==> src/rtl/hazard_pkg.sv <==
// Shared types and helpers for the hazard scoreboard: entry layout, forwarding
// constant and elaboration-time parameter legality check.
package hazard_pkg;

    // Register fields are stored at this width; narrower REG_AW values are zero-extended.
    localparam int unsigned MaxRegAw = 8;

    localparam int unsigned FWD_RF = 0;

    typedef struct packed {
        logic                valid;
        logic                wr_en;
        logic [MaxRegAw-1:0] wr_reg;
        logic                is_load;
        logic [MaxRegAw-1:0] rs;
        logic [MaxRegAw-1:0] rt;
        logic                use_rs;
        logic                use_rt;
    } sb_entry_t;

    function automatic bit params_ok(int unsigned reg_aw, int unsigned depth,
                                     int unsigned load_lat, int unsigned br_stage);
        return (reg_aw >= 1) && (reg_aw <= MaxRegAw) &&
               (depth >= 2) && (depth <= 8) &&
               (load_lat >= 1) && (load_lat + 2 <= depth) &&
               (br_stage < depth);
    endfunction

endpackage

==> src/rtl/hazard_match.sv <==
// Youngest-writer priority finder: lowest entry index in [FIRST, LAST] that
// writes src (register 0 never matches).
module hazard_match
    import hazard_pkg::*;
#(
    parameter int unsigned DEPTH = 3,
    parameter int unsigned FIRST = 0,
    parameter int unsigned LAST  = DEPTH - 1,
    parameter int unsigned SEL_W = $clog2(DEPTH)
) (
    input  logic [MaxRegAw-1:0]   src,
    input  sb_entry_t [DEPTH-1:0] entries,
    output logic                  hit,
    output logic [SEL_W-1:0]      idx,
    output logic                  is_load
);

    logic unused_entry_bits;
    assign unused_entry_bits = ^entries;

    // Scan oldest to youngest so the youngest match overwrites older ones.
    always_comb begin
        hit     = 1'b0;
        idx     = '0;
        is_load = 1'b0;
        if (src != '0) begin
            for (int k = int'(LAST); k >= int'(FIRST); k--) begin
                if (entries[k].valid && entries[k].wr_en && entries[k].wr_reg == src) begin
                    hit     = 1'b1;
                    idx     = SEL_W'(k);
                    is_load = entries[k].is_load;
                end
            end
        end
    end

endmodule

==> src/rtl/hazard_scoreboard.sv <==
// Hazard detection / forwarding controller with a shift-register scoreboard.
// Define HAZARD_STATS_EN to add saturating stall_cnt / flush_cnt outputs.
module hazard_scoreboard
    import hazard_pkg::*;
#(
    parameter int unsigned REG_AW   = 5,
    parameter int unsigned DEPTH    = 3,
    parameter int unsigned LOAD_LAT = 1,
    parameter int unsigned BR_STAGE = 1,
    parameter int unsigned SEL_W    = $clog2(DEPTH)
) (
    input  logic              CLK,
    input  logic              RESET,
    input  logic              id_valid,
    input  logic [REG_AW-1:0] id_rs,
    input  logic [REG_AW-1:0] id_rt,
    input  logic              id_use_rs,
    input  logic              id_use_rt,
    input  logic              id_wr_en,
    input  logic [REG_AW-1:0] id_wr_reg,
    input  logic              id_is_load,
    input  logic              br_taken,
`ifdef HAZARD_STATS_EN
    output logic [31:0]       stall_cnt,
    output logic [31:0]       flush_cnt,
`endif
    output logic              stall_f,
    output logic              stall_d,
    output logic              flush_d,
    output logic              flush_e,
    output logic [SEL_W-1:0]  fwd_a_sel,
    output logic [SEL_W-1:0]  fwd_b_sel
);

    localparam bit ParamsOk = params_ok(REG_AW, DEPTH, LOAD_LAT, BR_STAGE);

    if (!ParamsOk) begin : g_param_err
        $error("hazard_scoreboard: illegal parameter combination");
    end

    sb_entry_t [DEPTH-1:0] sb_q, sb_d;
    sb_entry_t             id_ent;

    logic             ex_rs_hit, ex_rt_hit, id_rs_hit, id_rt_hit;
    logic             ex_rs_ld, ex_rt_ld, id_rs_ld, id_rt_ld;
    logic [SEL_W-1:0] ex_rs_idx, ex_rt_idx, id_rs_idx, id_rt_idx;
    logic             stall, rs_stall, rt_stall;
    logic             unused_ex_ld;

    assign unused_ex_ld = ex_rs_ld ^ ex_rt_ld;

    always_comb begin
        id_ent                    = '0;
        id_ent.valid              = 1'b1;
        id_ent.wr_en              = id_wr_en;
        id_ent.wr_reg[REG_AW-1:0] = id_wr_reg;
        id_ent.is_load            = id_is_load;
        id_ent.rs[REG_AW-1:0]     = id_rs;
        id_ent.rt[REG_AW-1:0]     = id_rt;
        id_ent.use_rs             = id_use_rs;
        id_ent.use_rt             = id_use_rt;
    end

    // EX forwarding searches older entries only; entry 0 is the consumer itself.
    hazard_match #(.DEPTH(DEPTH), .FIRST(1), .LAST(DEPTH - 1), .SEL_W(SEL_W)) u_ex_rs (
        .src(sb_q[0].rs), .entries(sb_q), .hit(ex_rs_hit), .idx(ex_rs_idx), .is_load(ex_rs_ld)
    );
    hazard_match #(.DEPTH(DEPTH), .FIRST(1), .LAST(DEPTH - 1), .SEL_W(SEL_W)) u_ex_rt (
        .src(sb_q[0].rt), .entries(sb_q), .hit(ex_rt_hit), .idx(ex_rt_idx), .is_load(ex_rt_ld)
    );
    // The last entry writes the register file before ID reads it, so it is excluded.
    hazard_match #(.DEPTH(DEPTH), .FIRST(0), .LAST(DEPTH - 2), .SEL_W(SEL_W)) u_id_rs (
        .src(id_ent.rs), .entries(sb_q), .hit(id_rs_hit), .idx(id_rs_idx), .is_load(id_rs_ld)
    );
    hazard_match #(.DEPTH(DEPTH), .FIRST(0), .LAST(DEPTH - 2), .SEL_W(SEL_W)) u_id_rt (
        .src(id_ent.rt), .entries(sb_q), .hit(id_rt_hit), .idx(id_rt_idx), .is_load(id_rt_ld)
    );

    assign rs_stall = id_use_rs && id_rs_hit && id_rs_ld && (32'(id_rs_idx) < LOAD_LAT);
    assign rt_stall = id_use_rt && id_rt_hit && id_rt_ld && (32'(id_rt_idx) < LOAD_LAT);
    assign stall    = id_valid && (rs_stall || rt_stall);

    always_comb begin
        stall_f   = 1'b0;
        stall_d   = 1'b0;
        flush_d   = 1'b0;
        flush_e   = 1'b0;
        fwd_a_sel = SEL_W'(FWD_RF);
        fwd_b_sel = SEL_W'(FWD_RF);
        if (!RESET) begin
            stall_f = stall && !br_taken;
            stall_d = stall && !br_taken;
            flush_d = br_taken;
            flush_e = stall || br_taken;
            if (sb_q[0].use_rs && ex_rs_hit) fwd_a_sel = ex_rs_idx;
            if (sb_q[0].use_rt && ex_rt_hit) fwd_b_sel = ex_rt_idx;
        end
    end

    // Instructions younger than the resolving branch are squashed as they shift.
    always_comb begin
        sb_d = '0;
        for (int k = 1; k < int'(DEPTH); k++) begin
            sb_d[k] = (br_taken && k <= int'(BR_STAGE)) ? '0 : sb_q[k-1];
        end
        if (id_valid && !stall && !br_taken) sb_d[0] = id_ent;
    end

    always_ff @(posedge CLK) begin
        if (RESET) sb_q <= '0;
        else       sb_q <= sb_d;
    end

`ifdef HAZARD_STATS_EN
    always_ff @(posedge CLK) begin
        if (RESET) begin
            stall_cnt <= '0;
            flush_cnt <= '0;
        end else begin
            if (stall_f && stall_cnt != '1) stall_cnt <= stall_cnt + 32'd1;
            if (br_taken && flush_cnt != '1) flush_cnt <= flush_cnt + 32'd1;
        end
    end
`endif

endmodule
==> config.mk <==
export PLATFORM = sky130hd
export DESIGN_NAME = hazard_scoreboard
export DESIGN_NICKNAME = d
export VERILOG_FILES = /design/src/rtl/hazard_pkg.sv /design/src/rtl/hazard_match.sv /design/src/rtl/hazard_scoreboard.sv
export SDC_FILE = /design/constraint.sdc
export NUM_CORES = 1
export LEC_CHECK = 0
export ABC_AREA = 0
export CAP_MARGIN = 0
export CORE_MARGIN = 2
export CORE_UTILIZATION = 44
export CTS_BUF_LIST = sky130_fd_sc_hd__clkbuf_16
export DETAILED_ROUTE_END_ITERATION = 10
export PLACE_DENSITY_LB_ADDON = 0.25
export SYNTH_ARGS = -nofsm -noshare
export SYNTH_HDL_FRONTEND = slang
export SYNTH_SLANG_ARGS = --single-unit
==> constraint.sdc <==
create_clock -name CLK -period 2.37 [get_ports CLK]
set_input_delay 0.5925 -clock CLK [delete_from_list [all_inputs] [get_ports CLK]]
set_output_delay 0.5925 -clock CLK [all_outputs]
set_load 0.1 [all_outputs]
==> flow_metrics.env, run 1 <==
export IMPL_hold_violations=0
export IMPL_fin_ws_ns=-0.188
export IMPL_vias=1204
export IMPL_syn2layout_area_growth_pct=57.5
export IMPL_min_path_type="flop to flop"
export IMPL_stdcell_area_mm2=0.00225
export IMPL_drt_iter0_markers=40
export IMPL_grt_pass1_wl_um=5510
export IMPL_holdCritStartpoint="sb_q[28]"
export IMPL_slew_headroom=0.775
export IMPL_synth_area_leaders="dfxtp_1 48%, xnor2_1 12%, xor2_1 6.7%"
export IMPL_clock_path_buffers=2
export IMPL_clk_pin_slew_ns=0.05
export IMPL_yosysSeqAreaShare=0.476
export IMPL_ant_nets=0
export IMPL_die_area_mm2=0.00373
export IMPL_critPathKind="primary input to primary output"
export IMPL_dpl_cell_area_mm2=0.00198
export IMPL_status="complete, but fails checks"
export IMPL_finalSetupTns_ns=-0.542
export IMPL_numPlacedInstances=237
export IMPL_nets=233
export IMPL_netlist_instances=154
export IMPL_fillers=216
export IMPL_synth_avg_cell_area_um2=9.29
export IMPL_rsz0062_at_grt="yes"
export IMPL_top_level_ports=31
export IMPL_maxCapViolCount=0
export IMPL_core_area_mm2=0.00308
export IMPL_crit_path_end_kind="primary output"
export IMPL_max_freq_ghz=0.391
export IMPL_vias_per_cell=4.72
export IMPL_grt_antenna_before_repair=0
export IMPL_hold_path_end="sb_d[86]"
export IMPL_fin_cells=255
export IMPL_r2r_cells=10
export IMPL_gp_congestion=0.842
export IMPL_yosysTopAreaCell="dfxtp_1"
export IMPL_ir_worst_vdd_uv=504
export IMPL_drt_total_wl_um=3450
export IMPL_cp_max_fo=4
export IMPL_power_density_mw_per_mm2=599
export IMPL_r2r_slack_ns=0.17
export IMPL_synth_nets=177
export IMPL_ys_ff_latch=34
export IMPL_cts_tree="done"
export IMPL_power_uw=1350
export IMPL_min_period_over_period=1.08
export IMPL_wl_per_cell_um=13.5
export IMPL_remaining_drc_errors=0
export IMPL_core_rowCount=20
export IMPL_whs_path_depth=1
export IMPL_final_layout_size_suffix_gt1_frac=0.346
export IMPL_die_y_um=61.0
export IMPL_slew_viol_final=0
export IMPL_worstMarginPinSlew_ns=0.335
export IMPL_grt_pass1_vias=1223
export IMPL_cts_buffers=5
export IMPL_die_w_um=61.0
export IMPL_hold_buffers=0
export IMPL_antenna_cells=0
export IMPL_clk_latency_ns=0.28
export IMPL_port_buffers=30
export IMPL_dp_hpwl_um=2400
export IMPL_fin_skew_ns=0.00233
export IMPL_fin_crit_ns=2.56
export IMPL_cts_root_buf="clkbuf_16"
export IMPL_cts_sinks=34
export IMPL_violations="setup timing"
export IMPL_grt_usage=0.210
export IMPL_cp_start_kind="primary input"
export IMPL_fin_util=0.733
export IMPL_worstPathRequired_ns=1.78
export IMPL_synth_top_area_share=0.476
export IMPL_setup_viol=3
export IMPL_syn_area_mm2=0.00143
export IMPL_start_util=0.465
export IMPL_p_leak_uw=0.000929
export IMPL_grt_max_degree=21
export IMPL_yosys_warnings=0
export IMPL_regArea_um2=687
export IMPL_r2r_end="sb_q[28]"
export IMPL_crit_arrival_ns=1.97
export IMPL_overflow=0
export IMPL_timing_rr_start="sb_q[21]"
export IMPL_multi_input_area_um2=815
export IMPL_htree_levels=2
export IMPL_ys_types=26
export IMPL_dr_pass1_iters=4
## report_power, final
group          total, uW  switching [uW]  internal, uW
Combinational        146            66.1          79.7
Clock                610             228           382
Sequential           595            11.8           583
## synth_stat cells
| master | instances |
|---|---|
| nor3_1 | 3 |
| nor2_1 | 18 |
| nand3_1 | 2 |
| nor2b_1 | 8 |
| o2111ai_1 | 2 |
| a31o_2 | 1 |
| nor4_1 | 4 |
| xor2_1 | 11 |
| clkbuf_1 | 2 |
| and2_4 | 1 |
| xnor2_1 | 19 |
| buf_4 | 1 |
| and2_1 | 7 |
| buf_6 | 2 |
| and2b_2 | 1 |
| nand2_1 | 21 |
| nor2_2 | 2 |
| a21oi_2 | 1 |
| dfxtp_1 | 34 |
| nand4_1 | 4 |
| inv_1 | 1 |
| or4_1 | 4 |
| o21a_1 | 1 |
| or3_1 | 1 |
| o211ai_1 | 2 |
| and2_2 | 1 |
## routing by layer
layer	part of all wire	wire length, um	track usage
met5	0	0	0
met3	0.047	163	0.0735
met2	0.54	1850	0.359
met1	0.41	1400	0.235
met4	0.0099	34	0.0963
## cell usage in the layout (no fill, tap or decap), types with 2 or more instances in the layout
cell             count
xor2_2               3
dfxtp_2              2
clkdlybuf4s50_1     11
nor4_2               2
xor2_1               8
clkbuf_16            5
nor3_4               2
buf_6                4
nor2_1              18
nand2_1             21
buf_12               8
nor2_2               2
dfxtp_1             31
o211ai_1             2
dlygate4sd2_1        2
o2111ai_2            2
or4_4                3
buf_4               24
nand4_1              4
and2_1               7
xnor2_1             19
buf_2                3
nand3_1              2
nor2b_1              7
## timing repair
item | 4_1_cts | 5_1_grt
buffers inserted | 7 | 3
gates resized for setup | 47 | 12
pin swaps | 12 | 8
endpoints found under the setup margin | 6 | 7
## sequential cells by signal, summed over array words and instances, names as in the netlist
name and flops:
sb_d 7, sb_q 27
## layout make-up
cell class                      instances  share of cell area
Timing Repair Buffer                   54               0.245
Multi-Input combinational cell        114               0.361
Tap cell                               44              0.0244
Clock buffer                            5              0.0555
Clock inverter                          3             0.00721
Sequential cell                        34               0.305
Inverter                                1             0.00166
## metrics by stage
stage | setup slack [ns] | hold WS [ns]
2_1_floorplan | -0.293 | 0.429
3_3_place_gp | -0.566 | 0.449
3_5_place_dp | -0.586 | 0.454
6_report | -0.188 | 0.472
5_1_grt | -0.253 | 0.489
4_1_cts | -0.171 | 0.464
## how the worst max path moves through the flow
stage	start	end	slack, ns	depth (start not counted)
floorplan	id_rt[3]	stall_f	-0.29	7
global placement	id_rs[2]	flush_e	-0.57	6
detailed placement	id_rs[2]	flush_e	-0.59	6
CTS	id_rs[4]	flush_e	-0.17	6
global route	id_rt[3]	stall_f	-0.25	7
finish	id_rs[4]	flush_e	-0.19	6
## worst max-delay path: stages
cell	delay [ns]
buf_6	0.10
or4_4	0.53
o2111ai_2	0.19
a21oi_2	0.11
a31o_2	0.28
buf_12	0.16
## logic make-up (layout without fill, tap and decap cells)
family,count (synthesis),after routing,synth area share
flip-flops,34,34,0.476
XOR/XNOR,30,30,0.184
AND/OR/NAND/NOR,77,77,0.272
buffers and inverters,6,63,0.0288
AO/OA/AOI/OAI,7,7,0.0402
Power figures use the tool's default switching activity.
==> inputs of run 2 (changes only) <==
--- a/config.mk
+++ b/config.mk
@@ -12,6 +12,7 @@
 export CTS_BUF_LIST = sky130_fd_sc_hd__clkbuf_16
 export DETAILED_ROUTE_END_ITERATION = 10
 export PLACE_DENSITY_LB_ADDON = 0.25
+export SLEW_MARGIN = 20
 export SYNTH_ARGS = -nofsm -noshare
 export SYNTH_HDL_FRONTEND = slang
 export SYNTH_SLANG_ARGS = --single-unit
==> results of run 2 <==
No change in the layout: final DEF, timing and power equal those of run 1.
